File: config.mk
export PLATFORM = sky130hd
export DESIGN_NAME = seq_divider
export DESIGN_NICKNAME = d
export VERILOG_FILES = /design/src/rtl/seq_divider_pkg.sv /design/src/rtl/seq_divider_div_step.sv /design/src/rtl/seq_divider.sv
export SDC_FILE = /design/constraint.sdc
export NUM_CORES = 1
export LEC_CHECK = 0
export BUFFER_PORTS_ARGS = -buffer_cell sky130_fd_sc_hd__buf_2
export CORE_AREA = 2 2 156 158
export DETAILED_ROUTE_END_ITERATION = 10
export DIE_AREA = 0 0 158 160
export PLACE_DENSITY = 0.88
export SETUP_SLACK_MARGIN = 0.15
export SLEW_MARGIN = 25
export SYNTH_ARGS = -nofsm -noshare
export SYNTH_HDL_FRONTEND = slang
export SYNTH_SLANG_ARGS = --single-unit
File: constraint.sdc
create_clock -name clk -period 4 [get_ports clk]
set_input_delay 0.8 -clock clk [delete_from_list [all_inputs] [get_ports clk]]
set_output_delay 0.8 -clock clk [all_outputs]
set_load 0.02 [all_outputs]
File: src/rtl/seq_divider_pkg.sv
// Shared definitions for the sequential radix-2 restoring divider:
// default operand width and the control FSM state encoding.
package seq_divider_pkg;

    // Default operand / result width in bits (legal range 8..64).
    localparam int DEFAULT_WIDTH = 32;

    // Control FSM states. DONE is a single-cycle result-valid state.
    typedef enum logic [1:0] {
        ST_IDLE = 2'd0,
        ST_BUSY = 2'd1,
        ST_DONE = 2'd2
    } state_t;

endpackage : seq_divider_pkg

File: src/rtl/seq_divider_div_step.sv
// One radix-2 restoring division step: shift the partial remainder left by
// one, bring in the next dividend bit, trial-subtract the divisor magnitude
// over WIDTH+1 bits and keep the difference when it is non-negative.
module div_step #(
    parameter int WIDTH = 32
) (
    input  logic [WIDTH-1:0] rem_in,
    input  logic             bit_in,
    input  logic [WIDTH-1:0] dvs,
    output logic [WIDTH-1:0] rem_out,
    output logic             q_bit
);

    logic [WIDTH:0] shifted_s;
    logic [WIDTH:0] diff_s;

    // Shift, trial-subtract and select the new partial remainder.
    always_comb begin
        shifted_s = {rem_in, bit_in};
        diff_s    = shifted_s - {1'b0, dvs};
        if (diff_s[WIDTH] == 1'b0) begin
            q_bit   = 1'b1;
            rem_out = diff_s[WIDTH-1:0];
        end else begin
            q_bit   = 1'b0;
            rem_out = shifted_s[WIDTH-1:0];
        end
    end

endmodule : div_step

File: src/rtl/seq_divider.sv
// Sequential signed/unsigned divider. One restoring step per cycle on the
// operand magnitudes, followed by a sign fix-up cycle; a zero divisor skips
// the iteration and reports all-ones / dividend with div_by_zero set.
module seq_divider
    import seq_divider_pkg::*;
#(
    parameter int WIDTH = DEFAULT_WIDTH
) (
    input  logic             clk,
    input  logic             rst_n,
    input  logic             start,
    input  logic             is_signed,
    input  logic [WIDTH-1:0] dividend,
    input  logic [WIDTH-1:0] divisor,
    output logic             busy,
    output logic             done,
    output logic [WIDTH-1:0] quotient,
    output logic [WIDTH-1:0] remainder,
    output logic             div_by_zero
);

    localparam int CNT_W = $clog2(WIDTH + 1);

    // Conditional two's-complement negation used for sign conversion and fix-up.
    function automatic logic [WIDTH-1:0] cond_neg(input logic [WIDTH-1:0] v,
                                                  input logic             neg);
        if (neg) begin
            return {WIDTH{1'b0}} - v;
        end else begin
            return v;
        end
    endfunction

    state_t           state_r;
    state_t           state_s;

    logic [WIDTH-1:0] dvd_r;       // dividend magnitude, shifted out MSB first
    logic [WIDTH-1:0] dvs_r;       // divisor magnitude
    logic [WIDTH-1:0] raw_dvd_r;   // dividend as presented, for the zero-divisor result
    logic [WIDTH-1:0] rem_r;       // partial remainder
    logic [WIDTH-1:0] quo_r;       // quotient magnitude being assembled
    logic [CNT_W-1:0] cnt_r;       // completed iteration steps
    logic             neg_q_r;     // quotient must be negated at fix-up
    logic             neg_rem_r;   // remainder must be negated at fix-up
    logic             dz_r;        // latched divisor was zero

    logic             accept_s;
    logic             last_s;
    logic             finish_s;
    logic [WIDTH-1:0] step_rem_s;
    logic             step_q_s;
    logic [WIDTH-1:0] fix_q_s;
    logic [WIDTH-1:0] fix_r_s;

    logic             busy_r;
    logic             done_r;
    logic [WIDTH-1:0] quotient_r;
    logic [WIDTH-1:0] remainder_r;
    logic             dz_out_r;

    div_step #(
        .WIDTH (WIDTH)
    ) u_div_step (
        .rem_in  (rem_r),
        .bit_in  (dvd_r[WIDTH-1]),
        .dvs     (dvs_r),
        .rem_out (step_rem_s),
        .q_bit   (step_q_s)
    );

    // Control decode: acceptance, last-step detection and next-state logic.
    always_comb begin
        state_s  = state_r;
        accept_s = 1'b0;
        last_s   = (cnt_r == CNT_W'(WIDTH));
        finish_s = 1'b0;
        case (state_r)
            ST_IDLE, ST_DONE: begin
                if (start) begin
                    accept_s = 1'b1;
                    state_s  = ST_BUSY;
                end else begin
                    state_s  = ST_IDLE;
                end
            end
            ST_BUSY: begin
                if (dz_r || last_s) begin
                    finish_s = 1'b1;
                    state_s  = ST_DONE;
                end else begin
                    state_s  = ST_BUSY;
                end
            end
            default: begin
                state_s = ST_IDLE;
            end
        endcase
    end

    // FSM state register.
    always_ff @(posedge clk or negedge rst_n) begin
        if (!rst_n) begin
            state_r <= ST_IDLE;
        end else begin
            state_r <= state_s;
        end
    end

    // Operand capture on accept and one restoring step per busy cycle.
    always_ff @(posedge clk or negedge rst_n) begin
        if (!rst_n) begin
            dvd_r     <= {WIDTH{1'b0}};
            dvs_r     <= {WIDTH{1'b0}};
            raw_dvd_r <= {WIDTH{1'b0}};
            rem_r     <= {WIDTH{1'b0}};
            quo_r     <= {WIDTH{1'b0}};
            cnt_r     <= {CNT_W{1'b0}};
            neg_q_r   <= 1'b0;
            neg_rem_r <= 1'b0;
            dz_r      <= 1'b0;
        end else if (accept_s) begin
            dvd_r     <= cond_neg(dividend, is_signed & dividend[WIDTH-1]);
            dvs_r     <= cond_neg(divisor, is_signed & divisor[WIDTH-1]);
            raw_dvd_r <= dividend;
            rem_r     <= {WIDTH{1'b0}};
            quo_r     <= {WIDTH{1'b0}};
            cnt_r     <= {CNT_W{1'b0}};
            neg_q_r   <= is_signed & (dividend[WIDTH-1] ^ divisor[WIDTH-1]);
            neg_rem_r <= is_signed & dividend[WIDTH-1];
            dz_r      <= (divisor == {WIDTH{1'b0}});
        end else if ((state_r == ST_BUSY) && !finish_s) begin
            rem_r     <= step_rem_s;
            quo_r     <= {quo_r[WIDTH-2:0], step_q_s};
            dvd_r     <= {dvd_r[WIDTH-2:0], 1'b0};
            cnt_r     <= cnt_r + CNT_W'(1);
        end else begin
            rem_r     <= rem_r;
            quo_r     <= quo_r;
            dvd_r     <= dvd_r;
            cnt_r     <= cnt_r;
        end
    end

    // Result fix-up: sign correction, or the fixed zero-divisor answer.
    // The most-negative / -1 case needs no special path: its magnitude
    // quotient negates back onto itself.
    always_comb begin
        fix_q_s = cond_neg(quo_r, neg_q_r);
        fix_r_s = cond_neg(rem_r, neg_rem_r);
        if (dz_r) begin
            fix_q_s = {WIDTH{1'b1}};
            fix_r_s = raw_dvd_r;
        end else begin
            fix_q_s = cond_neg(quo_r, neg_q_r);
            fix_r_s = cond_neg(rem_r, neg_rem_r);
        end
    end

    // Registered status and results; results change only on the done edge.
    always_ff @(posedge clk or negedge rst_n) begin
        if (!rst_n) begin
            busy_r      <= 1'b0;
            done_r      <= 1'b0;
            quotient_r  <= {WIDTH{1'b0}};
            remainder_r <= {WIDTH{1'b0}};
            dz_out_r    <= 1'b0;
        end else begin
            busy_r <= (state_s == ST_BUSY);
            done_r <= (state_s == ST_DONE);
            if (finish_s) begin
                quotient_r  <= fix_q_s;
                remainder_r <= fix_r_s;
                dz_out_r    <= dz_r;
            end else begin
                quotient_r  <= quotient_r;
                remainder_r <= remainder_r;
                dz_out_r    <= dz_out_r;
            end
        end
    end

    assign busy        = busy_r;
    assign done        = done_r;
    assign quotient    = quotient_r;
    assign remainder   = remainder_r;
    assign div_by_zero = dz_out_r;

endmodule : seq_divider

==> results.md <==
* Outcome: complete, no violations
* Post-synthesis adder-cell area fraction at 3.53%
* Synth top cells by count: 363 x nand2_1, 238 x dfrtp_1, 120 x o21ai_0
* Vias at 12.7k
* Worst setup margin at 555 ps
* Power Dens Cells at 948 nW/um^2
* Crit Path Max Fanout at 26
* DRC violations left at 0
* R2r startpoint: dvs_r[0]$_DFFE_PN0P_
* Worst rel slew slack at 38.5%
* Post-synthesis simple-gate area fraction at 20.5%
* Nets at 1861
* Avg Inst Size Synth at 8.43 um^2
* Top-count cell post-synth: nand2_1
* Core ar. at 23800 um^2
* Share of cells above drive strength 1 at 13.4%
* Worst Setup Path Type: reg -> reg
* Setup TNS Final at 0 ps
* Asr flop ratio synth at 100%
* Final global-route overflow total at 0
* #FFs+latches synth at 238
* DIE AREA at 25300 um^2
* CTS tree: built
* Die span in x at 158 um
* Final WL at 36.9 mm
* Min cycle time layout at 3450 ps
* Clock slew at reported path FFs at 70 ps
* Sequential fraction of design power at 30.5%
* Wire per inst at 17.6 um
* Post-synthesis to final-layout area growth at 14.0%
* Seq/Total Area, Yosys at 42.5%
* Detail Route Antenna Nets at 0
* Synthesis warning total at 0
* Final slew viol count at 0
* Post-Syn Instances at 1662
* Gr usage total at 29.2%
* Largest family of logic cells by synthesized area: simple AND/OR/NAND/NOR gates
* Synth cell types at 67
* Starting Density at 58.9%
* CTS Hold Buffers Added at 0
* Netlist area before placement at 14000 um^2
* Final period util at 86.1%
* Crit path required time at 4450 ps
* Maximum VDD drop at 0.594 mV
* DR vias/cell at 6.06
* Clk_skew at 17.4 ps
* Reg2reg setup slack at 550 ps
* Power Internal at 8.46 mW
* # port buffers at 134
* Max cap viols at 0
* Site Rows at 57
* Clk_lat worst skew at 540 ps
* XOR/XNOR Fraction of Synth Area at 9.06%
* R2R cell count at 11
* Max Freq at 0.290 GHz
* Syn_nets at 1769
* Worst flop-to-flop path endpoint: rem_r[1]$_DFFE_PN0P_
* Area fraction of the dominant cell type after synthesis at 42.5%
* Post-synth EDFFs at 0
* Num ports at 135
* Total clock sinks at 238
* Static Leak at 7.38 nW
* Initial DRC Count at 1257
* Vias in the first global route at 12.1k
* Final Hold Viols at 0
* Crit. End Element: register
* Htree depth at 1
* Hold Crit Class: in -> async
* Die Ht at 160 um
* Slew of the pin with the lowest slew margin at 922 ps
* Post-CTS Setup Bufs at 0
* # diodes at 0
* First-pass iteration count of the detailed router at 6
* Final setup violation count at 0
* Startpoint Class: register
* Max Buffers Root-to-Sink at 3
* Compound-Gate Fraction of Synth Area at 18.6%
* Switching share of power at 44.2%
* Most used DFF post-synth: dfrtp_1
* Clk network pwr share at 17.9%
* Cts bufs inserted at 26
* Post-synthesis mux area share at 1.67%
* GP Congestion at 0.911
* P_sw at 6.69 mW
* Clk root buf: clkbuf_16
* CP arrival at 3890 ps
* First-pass GRT wire length at 60.5 mm
* DP Worst Slack at 557 ps
* Post-CTS sizing at 0
* DP HPWL at 25.7 mm
* Initial antenna violation count at 1
* RSZ-0062 raised after global routing: no
* Combinational power share at 51.6%
* Largest net degree at the start of global routing at 110
* Top post-synthesis cells by area: dfrtp_1 42%, nand2_1 9.7%, xor2_1 5.4%
* Area leader, netlist: dfrtp_1
==> cell type report <==
type                       count  area, um^2
fill                        1869        7850
multi-input combinational   1273        7520
sequential                   238        5960
timing repair buffer         157         890
clock buffer                  36         769
tap                          324         405
inverter                      58         218
clock inverter                12         216
==> worst max-delay path, stage by stage (launching register included) <==
cell and delay, ps:
dfrtp_1 390, ha_1 230, fa_1 380, nand2b_1 200
a21oi_1 210, o211ai_1 200, a211o_1 330, and2_1 230
o311ai_4 300, buf_4 390, mux2_2 380, o21ai_1 120
==> routing by layer <==
| layer | vias to the layer above | GRT usage (%) | share of wire, % |
|---|---|---|---|
| met5 | - | 0 | 0 |
| met4 | 0 | 8.60 | 2.6 |
| met3 | 75 | 4.75 | 8.3 |
| met2 | 573 | 46.1 | 47 |
| met1 | 6126 | 41.6 | 42 |
| li1 | 5942 | - | - |
==> worst max path at each step <==
stage	slack, ps	cells past startpoint	to	from
CTS	570	12	rem_r[1]$_DFFE_PN0P_	dvd_r[31]$_DFFE_PN0P_
global placement	550	9	dvd_r[31]$_DFFE_PN0P_	dividend[10]
floorplan	930	12	rem_r[2]$_DFFE_PN0P_	dvs_r[0]$_DFFE_PN0P_
detailed placement	560	9	dvd_r[30]$_DFFE_PN0P_	dividend[10]
global route	310	12	rem_r[0]$_DFFE_PN0P_	dvd_r[31]$_DFFE_PN0P_
finish	550	11	rem_r[1]$_DFFE_PN0P_	dvs_r[0]$_DFFE_PN0P_
==> flip-flops by register name, summed over array words and instances (netlist names) <==
name and flops:
quotient 32, busy 1, neg_q_r 1, dvd_r 32
cnt_r 6, remainder 32, rem_r 32, neg_rem_r 1
dvs_r 32, raw_dvd_r 32, state_r 2, div_by_zero 1
dz_r 1, done 1, quo_r 32
==> kinds of logic (layout without fill, tap and decap cells) <==
group | Yosys count | in the layout
adders and majority gates | 39 | 39
muxes | 23 | 23
and+or+nand+nor | 640 | 640
DFF | 238 | 238
buffers and inverters | 151 | 263
AOI/OAI and AO/OA | 426 | 426
xor gates and xnor gates | 145 | 145
==> cells in the final DEF (no fill, tap or decap), types with 6 or more instances in the layout <==
cell | Yosys | final
o211ai_1 | 7 | 7
or4_1 | 12 | 12
nor2b_1 | 9 | 8
o21ai_0 | 120 | 120
a21o_1 | 11 | 11
o31ai_1 | 29 | 29
ha_1 | 38 | 38
nand4_1 | 16 | 16
dfrtp_1 | 238 | 238
o41ai_1 | 8 | 8
nor4_1 | 6 | 6
a22oi_1 | 29 | 29
clkbuf_16 | 0 | 27
a31oi_1 | 34 | 34
and3_1 | 17 | 17
nor3_1 | 25 | 25
mux2i_1 | 20 | 20
nand3_1 | 23 | 23
nand2_1 | 363 | 362
buf_4 | 2 | 20
xor2_1 | 87 | 87
clkbuf_8 | 0 | 6
nand2b_1 | 18 | 16
or3_1 | 10 | 10
inv_1 | 57 | 57
bufinv_16 | 0 | 6
xnor2_1 | 58 | 58
buf_2 | 5 | 133
a21oi_1 | 112 | 112
o21ai_1 | 34 | 34
nor2_1 | 105 | 103
==> power by group through the flow <==
stage | clock network [mW] | logic [mW] | registers [mW]
floorplan | 0 | 5.60 | 4.59
global placement | 0 | 7.41 | 4.52
detailed placement | 0 | 7.64 | 4.59
CTS | 2.73 | 7.73 | 4.58
global route | 2.83 | 8.65 | 4.74
finish | 2.71 | 7.82 | 4.62
==> per-stage QoR <==
stage               power [mW]  area [um^2]  hold WS [ps]  instances  utilization (%)
floorplan                 10.2        14000           447       1662                -
global placement          11.9        14900           451       2048             62.7
detailed placement        12.2        14900           459       2048             62.8
CTS                       15.0        15900           325       2096             66.9
global route              16.2        16000           345       2098             67.1
finish                    15.1        16000           264       2098             67.1
Note: power is estimated with default switching activity, not from simulation.
